$ cat src/rtl/fusion_accumulator.sv
// Unpacks 16-bit product words into 1/2/4 lanes and sums each lane over a group closed by in_last or MAX_BEATS.
// Result registered: out_valid the cycle after the closing beat; in_ready=0 while a result waits for out_ready.
module fusion_accumulator #(
  parameter int ACC_W     = 24,
  parameter int MAX_BEATS = 256,
  parameter int CNT_W     = 9
) (
  input  logic                 clk,
  input  logic                 rst_n,
  input  logic                 in_valid,
  output logic                 in_ready,
  input  logic [15:0]          in_data,
  input  logic [1:0]           in_mode,
  input  logic                 in_signed,
  input  logic                 in_last,
  output logic                 out_valid,
  input  logic                 out_ready,
  output logic [4*ACC_W-1:0]   out_acc,
  output logic [1:0]           out_mode,
  output logic [CNT_W-1:0]     out_count,
  output logic                 out_trunc,
  output logic                 out_err
);

  typedef enum logic [1:0] {
    S_IDLE  = 2'd0,
    S_ACCUM = 2'd1,
    S_DRAIN = 2'd2
  } state_t;

  localparam logic [CNT_W-1:0] MAX_CNT = CNT_W'(MAX_BEATS);

  state_t                    state_q, state_d;
  logic [3:0][ACC_W-1:0]     acc_q, acc_d;
  logic [CNT_W-1:0]          count_q, count_d;
  logic [1:0]                mode_q, mode_d;
  logic                      signed_q, signed_d;
  logic                      trunc_q, trunc_d;
  logic                      err_q, err_d;

  logic                      accept;
  logic [1:0]                lane_mode;
  logic                      lane_signed;
  logic [3:0][ACC_W-1:0]     ext_lanes;
  logic [CNT_W-1:0]          count_inc;
  logic                      hit_max;

  // Reserved mode 3 yields all-zero lanes, so such a group sums to 0.
  function automatic logic [3:0][ACC_W-1:0] unpack_lanes(
    input logic [15:0] d,
    input logic [1:0]  m,
    input logic        s
  );
    logic [3:0][ACC_W-1:0] r;
    r = '0;
    case (m)
      2'd0: begin
        for (int k = 0; k < 4; k++) begin
          r[k] = {{(ACC_W-4){s & d[4*k+3]}}, d[4*k +: 4]};
        end
      end
      2'd1: begin
        for (int k = 0; k < 2; k++) begin
          r[k] = {{(ACC_W-8){s & d[8*k+7]}}, d[8*k +: 8]};
        end
      end
      2'd2: r[0] = {{(ACC_W-16){s & d[15]}}, d};
      default: r = '0;
    endcase
    return r;
  endfunction

  assign in_ready  = (state_q != S_DRAIN);
  assign accept    = in_valid & in_ready;

  // The first beat of a group uses its own mode/sign; later beats use the latched ones.
  assign lane_mode   = (state_q == S_IDLE) ? in_mode   : mode_q;
  assign lane_signed = (state_q == S_IDLE) ? in_signed : signed_q;
  assign ext_lanes   = unpack_lanes(in_data, lane_mode, lane_signed);

  assign count_inc = count_q + CNT_W'(1);
  assign hit_max   = (count_inc == MAX_CNT);

  always_comb begin
    state_d  = state_q;
    acc_d    = acc_q;
    count_d  = count_q;
    mode_d   = mode_q;
    signed_d = signed_q;
    trunc_d  = trunc_q;
    err_d    = err_q;

    case (state_q)
      S_IDLE: begin
        if (accept) begin
          mode_d   = in_mode;
          signed_d = in_signed;
          acc_d    = ext_lanes;
          count_d  = count_inc;
          err_d    = (in_mode == 2'd3);
          if (in_last || hit_max) begin
            state_d = S_DRAIN;
            trunc_d = ~in_last;
          end else begin
            state_d = S_ACCUM;
          end
        end
      end

      S_ACCUM: begin
        if (accept) begin
          for (int k = 0; k < 4; k++) begin
            acc_d[k] = acc_q[k] + ext_lanes[k];
          end
          count_d = count_inc;
          err_d   = err_q | (in_mode != mode_q) | (in_signed != signed_q);
          if (in_last || hit_max) begin
            state_d = S_DRAIN;
            trunc_d = ~in_last;
          end
        end
      end

      S_DRAIN: begin
        if (out_ready) begin
          state_d  = S_IDLE;
          acc_d    = '0;
          count_d  = '0;
          mode_d   = 2'd0;
          signed_d = 1'b0;
          trunc_d  = 1'b0;
          err_d    = 1'b0;
        end
      end

      default: state_d = S_IDLE;
    endcase
  end

  always_ff @(posedge clk) begin
    if (!rst_n) begin
      state_q  <= S_IDLE;
      acc_q    <= '0;
      count_q  <= '0;
      mode_q   <= 2'd0;
      signed_q <= 1'b0;
      trunc_q  <= 1'b0;
      err_q    <= 1'b0;
    end else begin
      state_q  <= state_d;
      acc_q    <= acc_d;
      count_q  <= count_d;
      mode_q   <= mode_d;
      signed_q <= signed_d;
      trunc_q  <= trunc_d;
      err_q    <= err_d;
    end
  end

  assign out_valid = (state_q == S_DRAIN);
  assign out_acc   = acc_q;
  assign out_mode  = mode_q;
  assign out_count = count_q;
  assign out_trunc = trunc_q;
  assign out_err   = err_q;

endmodule

$ cat config.mk
export PLATFORM = sky130hd
export DESIGN_NAME = fusion_accumulator
export DESIGN_NICKNAME = d
export VERILOG_FILES = /design/src/rtl/fusion_accumulator.sv
export SDC_FILE = /design/constraint.sdc
export NUM_CORES = 1
export LEC_CHECK = 0
export CELL_PAD_IN_SITES_DETAIL_PLACEMENT = 1
export CELL_PAD_IN_SITES_GLOBAL_PLACEMENT = 1
export CORE_UTILIZATION = 41
export DETAILED_ROUTE_END_ITERATION = 10
export PLACE_DENSITY = 0.81
export SETUP_SLACK_MARGIN = 0.5
export SYNTH_ARGS = -nofsm -noshare
export SYNTH_HDL_FRONTEND = slang
export SYNTH_SLANG_ARGS = --single-unit
export TNS_END_PERCENT = 100
$ cat constraint.sdc
create_clock -name clk -period 5.6 [get_ports clk]
set_clock_uncertainty 0.2 [all_clocks]
set_input_delay 0.56 -clock clk [delete_from_list [all_inputs] [get_ports clk]]
set_output_delay 0.56 -clock clk [all_outputs]
set_load 0.01 [all_outputs]
Word level (Yosys, flattened, before mapping)
Cells that the tools add are included.
{"block": "classes", "add_sub_neg": 5, "eq_ne": 15, "muxes": 29, "n_bitwise": 8, "n_reduce_logical": 12}
{"op": "$mux W96", "n": 3}
{"op": "$pmux W96 S3", "n": 1}
{"op": "$add A24 B24 Y24", "n": 4}
{"op": "$pmux W24 S3", "n": 1}
{"op": "$mux W48", "n": 1}
{"op": "$pmux W24 S2", "n": 1}
{"op": "$mux W9", "n": 2}
{"op": "$pmux W9 S2", "n": 1}
{"op": "$mux W2", "n": 7}
{"op": "$reduce_and A4 Y1", "n": 3}
{"op": "$add A9 B1 Y9 const B", "n": 1}
{"op": "$eq A9 B9 Y1 const B", "n": 1}
{"op": "$ne A2 B2 Y1 const B", "n": 4}
{"op": "$mux W1", "n": 7}
{"op": "$eq A2 B2 Y1 const B", "n": 3}
{"op": "$ne A2 B1 Y1 const B", "n": 3}
{"op": "$pmux W2 S3", "n": 1}
{"op": "$reduce_and A3 Y1", "n": 2}
{"op": "$and A1 B1 Y1", "n": 5}
{"op": "$eq A2 B1 Y1 const B", "n": 2}
{"op": "$logic_not A2 Y1", "n": 2}
{"op": "$pmux W1 S2", "n": 2}
{"op": "$pmux W2 S2", "n": 1}
{"op": "$reduce_bool A2 Y1", "n": 2}
{"op": "other kinds (8)", "n": 9}
{"block": "word_totals", "regBits": 112, "in_bits": 24, "out_inout_bits": 111, "wordCells": 79}

Logic depth before layout (Yosys ltp)
Gate-level depths: netlist of run 1.
{"block": "logic_depth", "word_depth": 7, "mapped_depth": 19, "mapped_depth_nobuf": 18}

Least setup slack after synthesis of run 1
OpenSTA, ideal clock, no wires.
{"block": "synth_path", "path_type": "register to register", "start": "reg state_q[0]", "end": "reg acc_q (netlist bit out_acc[95])", "setup_time_ps": 133, "t_arrival_ps": 4023, "required_time_ps": 5267, "path_slack_ps": 1244, "path_stages_with_launch": 18, "n_path_buf": 1, "synth_period_minus_slack_ps": 4356, "cell_sequence": "dfxtp_1 inv_1 ha_1 or3_1 o31ai_1 clkbuf_1 nand2_1 nor2_1 ha_1 a21oi_1 a2bb2oi_1 o31a_1 a31oi_1 a211oi_1 nor3_1 xor2_1 a211oi_1 a311oi_1"}
{"block": "synth_via", "elab_chain_cells": 7, "elab_cells_between_ends": 19, "cone_classes": "add/sub (1); eq/ne (6); mux (6); bitwise (2); reduce/logical (4)"}
{"element": "start: declaration", "line_no": "33", "source": "state_t state_q, state_d;"}
{"element": "start signal: assignment", "line_no": "150", "source": "state_q <= state_d;"}
{"element": "$logic_not A2 Y1", "line_no": "77, 78, 93"}
{"element": "$mux W2 or $mux W1 (tied branches)", "line_no": "77, 78"}
{"element": "$logic_not A2 Y1 or $and A1 B1 Y1 (tied branches)", "line_no": "56, 59"}
{"element": "$mux W48", "line_no": "56", "source": "case (m)"}
{"element": "$add A24 B24 Y24", "line_no": "113", "source": "acc_d[k] = acc_q[k] + ext_lanes[k];"}
{"element": "$mux W96", "line_no": "111", "source": "if (accept) begin"}
{"element": "$pmux W96 S3", "line_no": "93", "source": "case (state_q)"}
{"element": "end signal: assignment", "line_no": "143", "source": "acc_q <= '0;"}
{"element": "end signal: assignment", "line_no": "151", "source": "acc_q <= acc_d;"}
{"element": "end: declaration", "line_no": "34", "source": "logic [3:0][ACC_W-1:0] acc_q, acc_d;"}
Several ways; a longest one is shown, not always the timed one. The select of a mux whose other input is x is not followed.
A chain may end at the register's enable or synchronous reset.

Worst setup path after layout of run 1
{"block": "layout_path", "start": "reg state_q[0]", "end": "reg acc_q (netlist bit out_acc[21])"}
{"block": "layout_via", "elab_chain_cells": 7, "elab_cells_between_ends": 23, "cone_classes": "add/sub (1); eq/ne (8); mux (6); bitwise (4); reduce/logical (4)"}
{"element": "$logic_not A2 Y1", "line_no": "77, 78, 93"}
{"element": "$mux W2 or $mux W1 (tied branches)", "line_no": "77, 78"}
{"element": "$eq A2 B2 Y1, or another cell as far along", "line_no": "56"}
{"element": "$pmux W24 S3", "line_no": "56"}
{"element": "$add A24 B24 Y24", "line_no": "113"}
{"element": "$mux W96", "line_no": "111"}
{"element": "$pmux W96 S3", "line_no": "93"}
Several ways; a longest one is shown, not always the timed one. The select of a mux whose other input is x is not followed.

==> results of run 1 <==
==> metrics by stage <==
step / instances / utilization [%] / power [mW]
5_1_grt: 1576 / 50.7 / 3.01
2_1_floorplan: 1178 / - / 1.75
4_1_cts: 1576 / 50.7 / 2.85
3_3_place_gp: 1560 / 49.4 / 2.14
3_5_place_dp: 1560 / 49.4 / 2.17
6_report: 1576 / 50.7 / 2.84
==> timing repair <==
item                       in CTS  in global routing
hold buffers                    0                  0
gates resized for setup         0                  1
setup endpoints to repair       0                  4
==> where the power goes <==
group	internal (mW)	switching (mW)	total, mW
combinational	0.523	0.670	1.19
sequential	0.884	0.0940	0.978
clock	0.330	0.337	0.667
total	1.74	1.10	2.84
==> cells by family (layout without fill, tap and decap cells) <==
group,Yosys count,after routing
buffers and inverters,76,194
DFF,112,112
and+or+nand+nor,348,348
xor gates and xnor gates,74,74
muxes,10,10
adders and majority gates,101,101
AOI/OAI and AO/OA,457,457
==> flip-flops by register name, summed over array words and instances, names as in the netlist <==
| signal | cells |
|---|---|
| state_q | 2 |
| out_acc | 96 |
| signed_q | 1 |
| out_err | 1 |
| out_trunc | 1 |
| out_count | 9 |
| out_mode | 2 |
==> worst max-delay path, delay by kind of cell (launching register included) <==
family                     cells  cell delay (ps)
AOI/OAI and AO/OA              8             2170
adders and majority gates      2              750
buffers and inverters          3              460
DFF                            1              340
and+or+nand+nor                4              640
==> cell usage in the layout (no fill, tap or decap), types with 18 or more instances in the layout <==
| master | synthesis | final |
|---|---|---|
| nand2_1 | 92 | 92 |
| clkdlybuf4s50_1 | 0 | 133 |
| nor2b_1 | 23 | 23 |
| nand3_1 | 18 | 18 |
| dfxtp_1 | 112 | 112 |
| o21ai_0 | 85 | 85 |
| a31oi_1 | 18 | 18 |
| a21o_1 | 38 | 38 |
| o211a_1 | 19 | 19 |
| a21oi_1 | 140 | 139 |
| xor2_1 | 28 | 28 |
| and2_1 | 23 | 22 |
| xnor2_1 | 46 | 46 |
| nor2_1 | 99 | 99 |
| o21ai_1 | 39 | 39 |
| nor3_1 | 20 | 20 |
| ha_1 | 97 | 97 |
| inv_1 | 31 | 31 |
==> area by class of cell <==
type / count / area share (%)
Multi-Input combinational cell: 990 / 60.1
Sequential cell: 112 / 20.2
Timing Repair Buffer: 146 / 12.8
Tap cell: 280 / 3.15
Clock buffer: 11 / 2.28
Inverter: 32 / 1.08
Clock inverter: 5 / 0.338
==> per-layer routing <==
layer	global-route usage [%]	routed length (um)	share of wire, %	vias to the layer above
met5	0	0	0	-
met4	7.92	499	1.7	0
met3	3.83	1090	3.7	31
met2	44.1	14000	47	168
met1	32.9	14100	48	4629
li1	-	-	-	4593
==> path summary, 6_finish.rpt <==
check,endpoint,cells past startpoint,startpoint
max,out_acc[21]$_SDFFE_PN0P_,17,state_q[0]$_SDFFE_PN0P_
min,out_err$_SDFFE_PN0P_,2,out_err$_SDFFE_PN0P_
max reg2reg,out_acc[21]$_SDFFE_PN0P_,17,state_q[0]$_SDFFE_PN0P_
min reg2reg,out_err$_SDFFE_PN0P_,2,out_err$_SDFFE_PN0P_
==> results.toml, run 1 <==
[run_status]
status = "finished clean"

[routing]
antenna_left = 0
drtIter0Drc = 337
drt_first_pass_iters = 4
via_count = 9421
viasPerCell = 5.98
wire_per_inst_um = 18.8
remaining_drc_errors = 0
routed_wl_um = 29700

[sta]
totalNegativeSetupSlack_ps = 0
rsz0062_at_grt = "no"
hold_violations = 0
timing.final.crit_share_pct = 83.4
fmax_mhz = 214
final.min_clock_period_ps = 4670
setup_ws_ps = 931
whs_ps = 305
setup_viol = 0
slew_headroom_pct = 22.6
drv_slew = 0
tightest_slew_ps = 1160

[yosys]
syn-instance-count = 1178
syn_avg_cell_area_um2 = 7.81
synth_top_family_by_area = "compound AO/OA/AOI/OAI gates"
yosys.area.top_type = "dfxtp_1"
synth_xor_area_share_pct = 7.04
yosys.area_share.simple_pct = 18.4
synth_compound_gate_area_share_pct = 31.8
yosysSeqAreaShare_pct = 24.4
yosys_warnings = 0
synthArstFlopShare_pct = 0
synth-edff-count = 0
ys_types = 71
synthTopCellsByCount = "140 x a21oi_1, 112 x dfxtp_1, 99 x nor2_1"
synth.most_common_cell = "a21oi_1"
yosys.area_share.adder_pct = 14.1
ys_ff_latch = 112
synth_flop_cell = "dfxtp_1"
synthMuxAreaShare_pct = 1.12
synth_area_um2 = 9200
ys_top_cells_by_area = "dfxtp_1 24%, ha_1 13%, a21oi_1 7.6%, o21ai_0 4.6%, xnor2_1 4.4%"
netlist.area_leader.share_pct = 24.4
syn_nets = 1303

[global_route]
grt_pass1_wl_um = 47000
overflow = 0
grt_antenna_before_repair = 0
grt_pass1_vias = 9423
grt_usage_pct = 25.7
grt_max_degree = 72

[clock_network]
cts_sinks = 112
numCtsBuffers = 9
worstSkewPairLatency_ps = 370
cts_root_buf = "clkbuf_16"
cts_tree = "yes"
path_clk_slew_ps = 80
post_cts_buffers = 0
cts_max_path_buffers = 2
cts.htree.levels = 3

[worst_setup_path]
endpoint_kind = "flip-flop"
rrSetupSlack_ps = 930
crit_required_ps = 5660
path_max_fanout = 12
cpPeakStageDelay_ps = 540
critPathArrivalTime_ps = 4730
criticalPathCategory = "reg -> reg"
cp-start-kind = "flip-flop"
slowest_stage = "a21boi_1"
cp_cell_sequence = "inv_1 -> ha_1 -> inv_1 -> a21boi_1 -> nor2_1 -> buf_4 -> nor2b_1 -> ha_1 -> a211oi_1 -> o211ai_1 -> a41o_1 -> and2_1 -> a21o_1 -> a21o_1 -> nand3_1 -> a21oi_1 -> a2111oi_2"

[flow_run]
maxCapViolCount = 0

[finish]
fillCellCount = 2741
syn2layout_area_growth_pct = 20.7
fin_nets = 1416
final_area_um2 = 11100
seqCellArea_um2 = 2240
drive_gt1_share_pct = 3.86
antenna_cells = 0
multiInputGateArea_um2 = 6680

[placed_design]
post-dp-hpwl_um = 22000
portBuffers = 134
preCtsSetupSlack_ps = 758
placed_area_um2 = 10800
place_congestion = 0.905

[power]
p_per_area_nw_per_um2 = 256
worst_ir_drop_vdd_mv = 0.164
p_leak_nw = 4.96

[floorplanning]
fp.dieArea_um2 = 23000
die_height_um = 152
die_w_um = 152
start_util_pct = 42.0
rows = 54
core-area_um2 = 21900
pin_count = 135

[min_path]
hold_class = "reg -> reg"
No activity file was read; power rests on OpenSTA's default activity.
==> run 2: changes to the inputs <==
==> constraint.sdc (replaced) <==
create_clock -name clk -period 4.8 [get_ports clk]
set_clock_uncertainty 0.2 [all_clocks]
set_input_delay 0.48 -clock clk [delete_from_list [all_inputs] [get_ports clk]]
set_output_delay 0.48 -clock clk [all_outputs]
set_load 0.01 [all_outputs]
==> results.toml, run 2 (synthesis gave the netlist of run 1 again) <==
[run_status]
status = "finished clean"

[power]
power.total_mw = 3.57
worst_ir_drop_vdd_mv = 0.161
p_per_area_nw_per_um2 = 308
p_leak_nw = 5.12

[clock_network]
cts_max_path_buffers = 2
cts_root_buf = "clkbuf_16"
cts.htree.levels = 3
ctsHoldBuffers = 0
numCtsBuffers = 9
path_clk_slew_ps = 80
worstSkewPairLatency_ps = 370
cts_sinks = 112
cts_tree = "yes"

[placed_design]
portBuffers = 134
place_congestion = 0.897
post-dp-hpwl_um = 22200

[sta]
totalNegativeSetupSlack_ps = 0
rsz0062_at_grt = "yes"
setup_viol = 0
hold_violations = 0
final.min_clock_period_ps = 4180
fmax_mhz = 239
tightest_slew_ps = 949
slew_headroom_pct = 36.1
drv_slew = 0
timing.final.crit_share_pct = 87.2

[floorplanning]
die_height_um = 152
core-area_um2 = 21900
rows = 54
fp.dieArea_um2 = 23000
die_w_um = 152
pin_count = 135
start_util_pct = 42.0

[min_path]
hold_class = "reg -> reg"

[routing]
antenna_left = 0
routed_wl_um = 31700
wire_per_inst_um = 19.8
drt_first_pass_iters = 5
viasPerCell = 5.95
via_count = 9506
drtIter0Drc = 437
remaining_drc_errors = 0

[global_route]
grt_pass1_vias = 9766
overflow = 0
grt_usage_pct = 27.5
grt_max_degree = 90
grt_antenna_before_repair = 0
grt_pass1_wl_um = 50100

[worst_setup_path]
cp-start-kind = "flip-flop"
slowest_stage = "dfxtp_2"
criticalPathCategory = "reg -> reg"
cpPeakStageDelay_ps = 380
cp_cell_sequence = "inv_2 -> ha_4 -> or3_1 -> o31ai_4 -> buf_6 -> and2_1 -> nand2_1 -> nand2_1 -> ha_4 -> a21oi_2 -> o211ai_1 -> a41o_1 -> a31o_1 -> a221o_1 -> a21oi_2 -> xor2_1 -> nand2_1 -> a21oi_2"
critPathArrivalTime_ps = 4290
path_max_fanout = 12
crit_required_ps = 4900
endpoint_kind = "flip-flop"

[finish]
layout_commonest_cell = "clkdlybuf4s50_1"
multiInputGateArea_um2 = 6900
drive_gt1_share_pct = 8.04
fillCellCount = 2676
layout_common_cells = "133 x clkdlybuf4s50_1, 132 x a21oi_1, 110 x dfxtp_1"
syn2layout_area_growth_pct = 25.9
largest_reg_flops = 96
fin_nets = 1438
antenna_cells = 0
seqCellArea_um2 = 2240

[flow_run]
maxCapViolCount = 0
==> run 2: cell types whose count changed in the layout (fill, tap and decap cells not counted), moves of 3 or more <==
| cell | change |
|---|---|
| ha_4 | +7 |
| buf_6 | +3 |
| a21oi_2 | +7 |
| bufinv_16 | +3 |
| buf_4 | +18 |
| nor2_1 | -3 |
| ha_1 | -8 |
| a21oi_1 | -7 |
==> run 2: final cells by class <==
type / count / area share (%)
Clock inverter: 5 / 0.886
Timing Repair Buffer: 168 / 13.9
Multi-Input combinational cell: 990 / 59.5
Inverter: 32 / 1.04
Tap cell: 280 / 3.03
Sequential cell: 112 / 19.4
Clock buffer: 11 / 2.18
==> run 2: final timing paths <==
path | from | slack [ps] | end | depth (start not counted)
setup reg to reg | state_q[1]$_SDFFE_PN0P_ | 620 | out_acc[23]$_SDFFE_PN0P_ | 18
hold reg to reg | out_acc[17]$_SDFFE_PN0P_ | 310 | out_acc[17]$_SDFFE_PN0P_ | 2
hold / removal | out_acc[17]$_SDFFE_PN0P_ | 310 | out_acc[17]$_SDFFE_PN0P_ | 2
setup / recovery | state_q[1]$_SDFFE_PN0P_ | 620 | out_acc[23]$_SDFFE_PN0P_ | 18
==> run 2: timing repair <==
item / CTS / global route
buffers inserted: 1 / 6
pin swaps: 1 / 9
endpoints found under the setup margin: 28 / 28
resized for setup: 13 / 31
==> run 2: metal layers <==
| metal | share of wire, % | global-route usage, % |
|---|---|---|
| met1 | 46 | 35.5 |
| met2 | 48 | 46.5 |
| met3 | 3.4 | 3.05 |
| met4 | 2.7 | 10.6 |
| met5 | 0 | 0 |
==> run 2: power by group <==
part	switching (mW)	total, mW	internal [mW]
registers	0.114	1.15	1.03
clock network	0.399	0.939	0.540
logic	0.821	1.48	0.662
==> run 2: stage by stage <==
step / hold WS (ps) / area [um^2] / util, % / setup slack [ps] / instances
finish: 311 / 11600 / 52.9 / 615 / 1598
CTS: 320 / 11400 / 51.9 / 495 / 1592
detailed placement: 302 / 10900 / 49.9 / 133 / 1575
global route: 327 / 11600 / 52.9 / 451 / 1598
floorplan: 303 / 9200 / - / 557 / 1178
global placement: 272 / 10900 / 49.9 / 330 / 1575
==> run 2: critical path, delay by kind of cell, from the launching register on <==
family	cells	cell delay [ps]
buf+inv	2	270
fa+ha+maj	2	420
simple gates	5	980
flops	1	380
xor+xnor	1	160
compound gates	8	1690
==> run 3: changes to the inputs <==
--- a/config.mk
+++ b/config.mk
@@ -5,11 +5,10 @@
 export SDC_FILE = /design/constraint.sdc
 export NUM_CORES = 1
 export LEC_CHECK = 0
-export CELL_PAD_IN_SITES_DETAIL_PLACEMENT = 1
-export CELL_PAD_IN_SITES_GLOBAL_PLACEMENT = 1
-export CORE_UTILIZATION = 41
+export ABC_CLOCK_PERIOD_IN_PS = 4800
+export CORE_UTILIZATION = 55
 export DETAILED_ROUTE_END_ITERATION = 10
-export PLACE_DENSITY = 0.81
+export PLACE_DENSITY = 0.8
 export SETUP_SLACK_MARGIN = 0.5
 export SYNTH_ARGS = -nofsm -noshare
 export SYNTH_HDL_FRONTEND = slang
==> results.toml, run 3 (synthesis gave the netlist of run 1 again) <==
[run_status]
status = "finished clean"

[routing]
antenna_left = 0
drtIter0Drc = 606
via_count = 9338
routed_wl_um = 26000
remaining_drc_errors = 0
viasPerCell = 6.16
drt_first_pass_iters = 5
wire_per_inst_um = 17.1

[finish]
fin_nets = 1421
fillCellCount = 1346
syn2layout_area_growth_pct = 21.5
largest_reg_flops = 96
layout_commonest_cell = "a21oi_1"
drive_gt1_share_pct = 5.61
layout_common_cells = "134 x a21oi_1, 133 x clkdlybuf4s50_1, 110 x dfxtp_1"
antenna_cells = 0

[worst_setup_path]
cp-start-kind = "flip-flop"
criticalPathCategory = "reg -> reg"
cpPeakStageDelay_ps = 360
crit_required_ps = 4890
critPathArrivalTime_ps = 4210
endpoint_kind = "flip-flop"
slowest_stage = "dfxtp_2"
cp_cell_sequence = "inv_1 -> ha_4 -> or3_1 -> o31ai_4 -> buf_6 -> nand2_1 -> a21oi_2 -> a21oi_1 -> nor2_1 -> ha_4 -> a2111oi_4 -> nand2_1 -> a41o_1 -> a31o_1 -> a221o_1 -> a21oi_2 -> xor2_1 -> nand2_1 -> a21oi_2"
path_max_fanout = 9

[placed_design]
post-dp-hpwl_um = 18300
portBuffers = 134
place_congestion = 0.947

[floorplanning]
die_w_um = 131
die_height_um = 131
core-area_um2 = 16100
start_util_pct = 57.1
rows = 46
pin_count = 135
fp.dieArea_um2 = 17200

[global_route]
grt_antenna_before_repair = 0
grt_max_degree = 117
grt_pass1_vias = 8585
grt_usage_pct = 29.5
grt_pass1_wl_um = 42200
overflow = 0

[sta]
drv_slew = 0
tightest_slew_ps = 1070
setup_viol = 0
fmax_mhz = 243
timing.final.crit_share_pct = 85.7
slew_headroom_pct = 28.2
totalNegativeSetupSlack_ps = 0
rsz0062_at_grt = "yes"
hold_violations = 0
whs_ps = 279
final.min_clock_period_ps = 4110

[clock_network]
cts_root_buf = "clkbuf_16"
cts_tree = "yes"
path_clk_slew_ps = 80
cts_sinks = 112
worstSkewPairLatency_ps = 360
cts.htree.levels = 3
numCtsBuffers = 9
cts_max_path_buffers = 2

[power]
p_leak_nw = 5.00
worst_ir_drop_vdd_mv = 0.195
p_per_area_nw_per_um2 = 294

[flow_run]
maxCapViolCount = 0

[min_path]
hold_class = "reg -> reg"
run 3: cell types whose count changed in the layout (fill, tap and decap cells not counted), sizes merged:
cell           previous run  this run
inv                      32        34
clkdlybuf4s15             0         1
clkinv                    1         2
buf                      35        17
bufinv                    3         0
run 3: path summary, 6_finish.rpt:
kind / start / endpoint / slack (ps) / depth (start not counted)
worst min-delay path: out_err$_SDFFE_PN0P_ / out_err$_SDFFE_PN0P_ / 280 / 2
worst min register to register: out_err$_SDFFE_PN0P_ / out_err$_SDFFE_PN0P_ / 280 / 2
worst max register to register: state_q[0]$_SDFFE_PN0P_ / out_acc[23]$_SDFFE_PN0P_ / 690 / 19
worst max-delay path: state_q[0]$_SDFFE_PN0P_ / out_acc[23]$_SDFFE_PN0P_ / 690 / 19
run 3: area by class of cell:
class                   instances  area [um^2]  area share [%]
clock buffers                  11          243            2.17
flip-flops and latches        112         2240            20.1
clock inverters                 5         38.8           0.347
repair buffers                151         1480            13.3
multi-input cells             990         6770            60.6
inverters                      32          120            1.07
well taps                     216          270            2.42
run 3: metal layers:
| metal | share of wire (%) | track usage, % | vias to the layer above |
|---|---|---|---|
| met5 | 0 | 0 | - |
| met4 | 2.9 | 12.2 | 0 |
| met3 | 5.4 | 4.63 | 52 |
| met2 | 45 | 46.6 | 283 |
| met1 | 47 | 39.9 | 4408 |
| li1 | - | - | 4595 |
run 3: worst max-delay path: cells and delay by family (launching register included):
kind                       cells  cell delay, ps
AOI/OAI and AO/OA              9            1830
adders and majority gates      2             470
DFF                            1             360
buffers and inverters          2             270
xor gates and xnor gates       1             140
and+or+nand+nor                5             790
run 3: power breakdown:
group	total, mW	switching, mW	internal, mW	leakage (nW)
clock	0.751	0.379	0.372	0.137
sequential	1.13	0.102	1.03	0.921
combinational	1.40	0.766	0.632	3.94
total	3.28	1.25	2.04	5.00
run 3: what timing repair did:
action,in CTS,in global routing
gates resized for setup,1,24
endpoints found under the setup margin,10,26
hold buffers,0,0
setup buffers,0,3
pin swaps,0,4
cloned,0,1
run 3: stage by stage:
stage	utilization [%]	total power, mW	instance area, um^2	std cells	setup WS, ps
2_1_floorplan	-	2.04	9200	1178	557
3_3_place_gp	66.7	2.47	10800	1497	379
3_5_place_dp	66.7	2.49	10800	1497	317
4_1_cts	68.5	3.25	11000	1513	523
5_1_grt	69.3	3.48	11200	1517	481
6_report	69.3	3.28	11200	1517	686
